[src/rtl/fir_mac_sequencer.sv]
// Serial FIR sequencer: one shared MAC steps through all taps per accepted sample.
// Define FIR_SAT_EN to clip the rounded result to WIDTH bits instead of wrapping.
module fir_mac_sequencer #(
    parameter int unsigned WIDTH = 16,
    parameter int unsigned FRAC  = 8,
    parameter int unsigned TAPS  = 8,
    localparam int unsigned AW   = $clog2(TAPS)
) (
    input  logic             clk,
    input  logic             rst_n,
    input  logic             clr,
    input  logic             in_valid,
    output logic             in_ready,
    input  logic [WIDTH-1:0] in_sample,
    output logic [AW-1:0]    coef_addr,
    input  logic [WIDTH-1:0] coef_data,
    output logic             out_valid,
    output logic [WIDTH-1:0] out_sample,
    output logic             out_sat
);

    localparam int unsigned ProdW = 2 * WIDTH;
    localparam int unsigned AccW  = ProdW + AW;

    localparam logic [AW-1:0]          LastTap   = AW'(TAPS - 1);
    localparam logic signed [AccW-1:0] RoundBias = AccW'(1) << (FRAC - 1);

    typedef enum logic [2:0] {StIdle, StLoad, StMac, StRound, StDone} state_e;

    state_e                  state_q;
    logic [WIDTH-1:0]        x_q [TAPS];
    logic [WIDTH-1:0]        sample_q;
    logic signed [AccW-1:0]  acc_q;

    logic [WIDTH-1:0]        x_tap;
    logic signed [ProdW-1:0] prod;
    logic signed [AccW-1:0]  prod_ext;
    logic signed [AccW-1:0]  acc_rnd;
    logic signed [AccW-1:0]  r_full;
    logic [WIDTH-1:0]        r_lim;
    logic                    r_sat;

    // Both operands sign-extended to full product width before the multiply.
    always_comb begin
        x_tap    = x_q[coef_addr];
        prod     = $signed({{WIDTH{x_tap[WIDTH-1]}}, x_tap})
                 * $signed({{WIDTH{coef_data[WIDTH-1]}}, coef_data});
        prod_ext = {{AW{prod[ProdW-1]}}, prod};
    end

    always_comb begin
        acc_rnd = acc_q + RoundBias;
        r_full  = acc_rnd >>> FRAC;
    end

`ifdef FIR_SAT_EN
    localparam logic signed [AccW-1:0] SatMax =
        {{(AccW - WIDTH + 1){1'b0}}, {(WIDTH - 1){1'b1}}};
    localparam logic signed [AccW-1:0] SatMin =
        {{(AccW - WIDTH + 1){1'b1}}, {(WIDTH - 1){1'b0}}};

    always_comb begin
        r_lim = r_full[WIDTH-1:0];
        r_sat = 1'b0;
        if (r_full > SatMax) begin
            r_lim = {1'b0, {(WIDTH - 1){1'b1}}};
            r_sat = 1'b1;
        end else if (r_full < SatMin) begin
            r_lim = {1'b1, {(WIDTH - 1){1'b0}}};
            r_sat = 1'b1;
        end
    end
`else
    logic unused_r_hi;
    assign unused_r_hi = ^r_full[AccW-1:WIDTH];

    always_comb begin
        r_lim = r_full[WIDTH-1:0];
        r_sat = 1'b0;
    end
`endif

    always_ff @(posedge clk or negedge rst_n) begin
        if (!rst_n) begin
            state_q    <= StIdle;
            in_ready   <= 1'b1;
            out_valid  <= 1'b0;
            out_sample <= '0;
            out_sat    <= 1'b0;
            coef_addr  <= '0;
            acc_q      <= '0;
            sample_q   <= '0;
            for (int k = 0; k < TAPS; k++) x_q[k] <= '0;
        end else if (clr) begin
            // out_sample/out_sat deliberately keep the last reported result.
            state_q   <= StIdle;
            in_ready  <= 1'b1;
            out_valid <= 1'b0;
            coef_addr <= '0;
            acc_q     <= '0;
            for (int k = 0; k < TAPS; k++) x_q[k] <= '0;
        end else begin
            case (state_q)
                StIdle: begin
                    if (in_valid) begin
                        sample_q <= in_sample;
                        in_ready <= 1'b0;
                        state_q  <= StLoad;
                    end
                end
                StLoad: begin
                    x_q[0] <= sample_q;
                    for (int k = 1; k < TAPS; k++) x_q[k] <= x_q[k-1];
                    acc_q     <= '0;
                    coef_addr <= '0;
                    state_q   <= StMac;
                end
                StMac: begin
                    acc_q <= acc_q + prod_ext;
                    if (coef_addr == LastTap) begin
                        coef_addr <= '0;
                        state_q   <= StRound;
                    end else begin
                        coef_addr <= coef_addr + 1'b1;
                    end
                end
                StRound: begin
                    out_sample <= r_lim;
                    out_sat    <= r_sat;
                    out_valid  <= 1'b1;
                    state_q    <= StDone;
                end
                StDone: begin
                    out_valid <= 1'b0;
                    in_ready  <= 1'b1;
                    state_q   <= StIdle;
                end
                default: begin
                    state_q  <= StIdle;
                    in_ready <= 1'b1;
                end
            endcase
        end
    end

endmodule

[config.mk]
export PLATFORM = sky130hd
export DESIGN_NAME = fir_mac_sequencer
export DESIGN_NICKNAME = d
export VERILOG_FILES = /design/src/rtl/fir_mac_sequencer.sv
export SDC_FILE = /design/constraint.sdc
export NUM_CORES = 1
export LEC_CHECK = 0
export CAP_MARGIN = 15
export CORE_MARGIN = 10
export CORE_UTILIZATION = 43
export CTS_BUF_LIST = sky130_fd_sc_hd__clkbuf_4
export DETAILED_ROUTE_END_ITERATION = 6
export PLACE_DENSITY = 0.63
export SLEW_MARGIN = 20
export SYNTH_ARGS = -nofsm -noshare
export SYNTH_HDL_FRONTEND = slang
export SYNTH_SLANG_ARGS = --single-unit
[constraint.sdc]
create_clock -name clk -period 10.2 [get_ports clk]
set_clock_uncertainty 0.2 [all_clocks]
set_input_delay 2.04 -clock clk [delete_from_list [all_inputs] [get_ports clk]]
set_output_delay 2.04 -clock clk [all_outputs]
set_load 0.02 [all_outputs]
* Word-level counts from Yosys, hierarchy flattened *
Index checks and enable logic that the tools add are counted.

word-level totals
  flip-flop bits (word level) = 203
  word-level logic and storage cells = 58
  input port bits = 36
  output and inout bits = 22

cells by class
  multiply operators = 1
  add/sub/neg operators = 3
  equality and inequality tests = 8
  multiplexer cells = 19
  bitwise gates (word level) = 2
  magnitude comparators = 1
  reductions and logical operators = 9

operators with widths
  kind                                           count
  two-way mux 128 bit                            2
  case mux 35 bit (2 select lines)               1
  binary-select mux 16 bit (select 3 bit)        1
  adder 35 x 32 -> 35 bit                        1
  two-way mux 35 bit                             1
  multiplier 16 x 16 -> 32 bit                   1
  two-way mux 16 bit                             2
  adder 24 x 9 -> 24 bit, second input constant  1
  two-way mux 3 bit                              5
  case mux 3 bit (4 select lines)                1
  == test 3 x 2 -> 1 bit, second input constant  2
  == test 3 bit, second input constant           2
  != test 3 bit, second input constant           2
  case mux 3 bit (2 select lines)                1
  AND reduction 2 bit                            3
  nonzero test 3 bit                             2
  >= comparator 4 bit, second input constant     1
  inverter 3 -> 4 bit                            1
  case mux 1 bit (2 select lines)                2
  adder 3 x 1 -> 3 bit, second input constant    1
  == test 3 x 1 -> 1 bit, second input constant  1
  zero test 3 bit                                1
  two-way mux 1 bit                              3
  AND reduction 3 bit                            1
  other kinds (4)                                4

* Depth between registers and ports, before layout *
  depth after elaboration = 8
  depth in mapped cells = 27
  mapped depth without buffers = 25

* Worst setup path before layout *
OpenSTA, ideal clock, no wires.

  path kind = input-to-reg
  start point = in coef_data[7]
  end point = reg acc_q[20]
  arrival time = 7.437 ns
  stages = 21
  setup time = 0.069 ns
  required time = 9.931 ns
  setup slack = 2.494 ns
  path buffers = 2
  cell sequence = buf_1 -> clkbuf_1 -> nand2_1 -> fa_1 -> inv_1 -> fa_1 -> inv_1 -> fa_1 -> inv_1 -> fa_1 -> fa_1 -> inv_1 -> fa_1 -> inv_1 -> ha_1 -> a21o_1 -> a21o_1 -> a21o_1 -> a22o_1 -> or4_1 -> nand3_1

between the ends
  longest elaborated chain between the ends = 4

RTL lines
  what                              line  source
  start: declaration                16    input logic [WIDTH-1:0] coef_data,
  multiplier 16 x 16 -> 32 bit      47    * $signed({{WIDTH{coef_data[WIDTH-1]}}, coef_data});
  adder 35 x 32 -> 35 bit           119   acc_q <= acc_q + prod_ext;
  case mux 35 bit (2 select lines)  103   case (state_q)
  two-way mux 35 bit                94    end else if (clr) begin
  end signal: assignment            119
  end: declaration                  33    logic signed [AccW-1:0] acc_q;

Every way passes these cells.
A chain may end at the register's enable or synchronous reset.

* Final worst setup path *
  start point = reg coef_addr[1]
  end point = reg acc_q[20]

between the ends
  longest elaborated chain between the ends = 8

RTL lines
  what                                                   line  source
  start: declaration                                     15    output logic [AW-1:0] coef_addr,
  start signal: assignment                               124   coef_addr <= coef_addr + 1'b1;
  inverter 3 -> 4 bit (implied by the code)              45    x_tap = x_q[coef_addr];
  binary-select mux 16 bit (select 3 bit)                45
  two-way mux 16 bit (implied by the code) (2 in a row)  45
  multiplier 16 x 16 -> 32 bit                           47
  adder 35 x 32 -> 35 bit                                119
  case mux 35 bit (2 select lines)                       103
  two-way mux 35 bit                                     94

Every way passes these cells. The select of a mux whose other input is x is not followed.

==> flow_metrics.py <==
metrics = {
    "power": {
        "combPwrFrac_pct": 60.1,
        "p_leak_nw": 8.66,
        "seqPwrFrac_pct": 27.4,
        "p_sw_mw": 1.50,
        "peakVddDrop_v": 0.000165,
        "internal_power_mw": 1.78,
        "power_frac_clock_pct": 12.5,
        "power_density_nw_per_um2": 178,
        "swShare_pct": 45.7,
    },
    "global_routing": {
        "grt_pass1_wl_um": 67500,
        "grt_overflow_total": 0,
        "grt_max_degree": 116,
        "antenna_found_initial": 2,
        "first_global_vias": 12914,
        "groute.usage.overall_pct": 17.3,
    },
    "timing": {
        "hold_violations": 0,
        "fin_crit_sh_pct": 79.5,
        "setup_violations": 0,
        "fin_ws_ns": 2.09,
        "slew_viol_final": 0,
        "worstMarginPinSlew_ns": 1.02,
        "period_minus_slack_ns": 8.11,
        "hold_ws_ns": 0.299,
        "rsz0062_at_grt": "false",
        "max_slew_margin_pct": 32.0,
        "setup_tns_ns": 0,
        "fmax_mhz": 123,
    },
    "cts": {
        "cts_tree": "yes",
        "cts-buffers-inserted": 17,
        "clock_latency_ns": 0.60,
        "cts_hold_buf": 0,
        "clockBufferDepth": 2,
        "cts_root_buf": "clkbuf_4",
        "htree_levels": 4,
        "postCtsSetupBuffers": 0,
        "clock-sinks": 192,
        "cts_resized": 0,
        "clkSlewWorstSetupHoldPaths_ns": 0.18,
    },
    "placed_design": {
        "place_congestion": 0.850,
        "portBuffers": 56,
        "placed_area_um2": 18200,
        "dp.cells": 2347,
        "place_hpwl_um": 29500,
        "pre_cts_ws_ns": 1.51,
    },
    "routing": {
        "firstDrtPassIters": 5,
        "ant_nets": 0,
        "drc_errors": 0,
        "drt_iter0_drc": 750,
        "wl_um": 39900,
        "wl_per_cell_um": 16.8,
        "num_vias": 12182,
        "via_per_inst": 5.12,
    },
    "logic_synthesis": {
        "synth_compound_area_share_pct": 7.92,
        "synth_adder_area_share_pct": 30.5,
        "synth-edff-count": 0,
        "synth_top_family_by_area": "adder cells",
        "syn_area_um2": 17200,
        "synthSimpleGateAreaFrac_pct": 15.6,
        "netlist_instances": 1841,
        "ys_warn_count": 0,
        "synth_xor_area_share_pct": 3.09,
        "async_flop_share_pct": 100,
        "synth_seq_cells": 192,
        "netlist-cell-type-count": 59,
        "syn_nets": 2170,
        "synth_top_flop_cell": "dfrtp_1",
        "ys_seq_area_share_pct": 28.0,
        "synthMuxAreaShare_pct": 5.74,
        "avgSynthCellArea_um2": 9.32,
    },
    "flow_run": {
        "max_cap_viol_count": 0,
    },
    "floorplan": {
        "coreArea_um2": 39600,
        "fp.dieArea_um2": 48300,
        "fp.dieH_um": 220,
        "die_x_um": 220,
        "num_rows": 73,
        "initial_core_util_pct": 43.3,
        "num_io_pins": 58,
    },
    "setup_path": {
        "crit_chain": "buf_4 > mux4_2 > mux2_4 > and2_1 > fa_1 > inv_1 > fa_1 > fa_1 > fa_1 > inv_1 > fa_1 > inv_1 > fa_1 > inv_1 > ha_1 > a21o_1 > a21o_1 > a221o_1 > a22o_1 > or4_1 > nand3_1",
        "critical_path_buf_inv_count": 5,
        "criticalPathCategory": "flop to flop",
        "cpMostUsedCell": "fa_1",
        "worstPathArrival_ns": 8.46,
        "worstRegToRegCells": 21,
        "crit_start": "coef_addr[1]",
        "r2r_end": "acc_q[20]",
        "start_kind": "flop",
        "crit_path_max_fanout": 20,
        "cpPeakStageDelay_ns": 1.04,
        "crit_slowest_cell": "dfrtp_1",
        "reg2reg_slack_ns": 2.09,
        "required_ns": 10.55,
        "path_delay_family": "adder cells",
        "setup.worst_path.end_class": "flop",
        "worstReg2RegStart": "coef_addr[1]",
    },
    "min_path": {
        "hp-start": "in_ready",
        "holdPathEnd": "in_ready",
        "hold_class": "flop to flop",
        "hold_path_depth": 2,
    },
    "finish": {
        "final_cell_mix": "nand2_1 (366), inv_1 (315), fa_1 (209), dfrtp_1 (190), a21oi_1 (153)",
        "layout_commonest_cell": "nand2_1",
        "layout-drive-gt1-share_pct": 6.74,
        "area_growth_pct": 7.60,
        "fill_cells": 3797,
        "post-route-cell-area_um2": 18500,
        "final_cells": 2381,
        "layout.nets": 2170,
    },
    "status": {
        "status": "completed",
    },
}
[per-stage QoR]
stage	power, mW	util [%]
2_1_floorplan	2.36	-
3_5_place_dp	2.90	45.9
5_1_grt	3.62	46.6
3_3_place_gp	2.86	45.9
6_report	3.29	46.6
4_1_cts	3.33	46.6
[cells by family (layout without fill, tap and decap cells)]
group | count (synthesis) | after routing
DFF | 192 | 192
buffers and inverters | 410 | 423
muxes | 66 | 66
AOI/OAI and AO/OA | 236 | 236
and+or+nand+nor | 588 | 588
xor gates and xnor gates | 55 | 55
adders and majority gates | 293 | 293
other | 1 | 3
[power by group through the flow]
stage                     clock network [mW]  logic [mW]  registers, mW
after detailed placement                   0        1.98          0.917
after CTS                              0.424        2.00          0.902
after floorplan                            0        1.44          0.918
after global placement                     0        1.95          0.914
after global routing                   0.456        2.25          0.910
final                                  0.410        1.97          0.901
[worst min-delay path, cell delays in order (launching register included)]
cell and delay [ns]:
dfstp_2 0.40, o21ai_0 0.06, nand2_1 0.06
[cell type report]
type                    count  area (µm²)  share of cell area (%)
diodes                      2        5.00                  0.0271
well taps                 525         657                    3.56
flip-flops and latches    192        4810                    26.0
clock inverters            15         149                   0.806
repair buffers             76         716                    3.88
clock buffers              17         128                   0.691
inverters                 315        1180                    6.40
multi-input cells        1239       10800                    58.6
[cells in the mapped netlist, types with 4 or more instances]
library cell  count  area (µm²)
fa_1            209        4180
nand3_1           9        45.0
and3_1            5        31.3
nand2_1         367        1380
ha_1             84        1050
nor2_1           31         116
clkbuf_1         81         304
xor2_1           20         175
inv_1           315        1180
o21ai_0          25         125
o22ai_1           5        31.3
dfrtp_1         191        4780
mux4_2           22         495
and2_1          100         626
buf_1             6        22.5
buf_2             4        20.0
a21o_1           11        82.6
xnor2_1          31         272
a22o_1            9        78.8
a211oi_1         10        75.1
nor2b_1          36         225
nor3_1            5        25.0
a21oi_1         153         766
nand2b_1         18         113
mux2_2           35         394
mux2i_1           8        80.1
[worst max-delay path by stage]
stage | to | slack, ns | cells after the start
after floorplan | acc_q[20] | 2.49 | 21
after global placement | acc_q[20] | 1.63 | 19
after detailed placement | acc_q[20] | 1.51 | 19
after CTS | acc_q[20] | 2.08 | 21
after global routing | acc_q[20] | 1.76 | 21
final | acc_q[20] | 2.09 | 21
[per-layer routing]
metal  routed length [µm]  vias up  global-route usage, %
met2                20400      203                   29.9
met3                 1250       50                   1.91
met1                17300     6255                   22.6
li1                     -     5674                      -
met4                  964        0                   4.93
met5                    0        -                      0
[state kept, by name, indices dropped and copies added, names as in the netlist]
register and cells:
x_q 128, acc_q 24, out_sample 16, sample_q 16
coef_addr 3, state_q 3, in_ready 1, out_valid 1
Power figures use the tool's default switching activity.
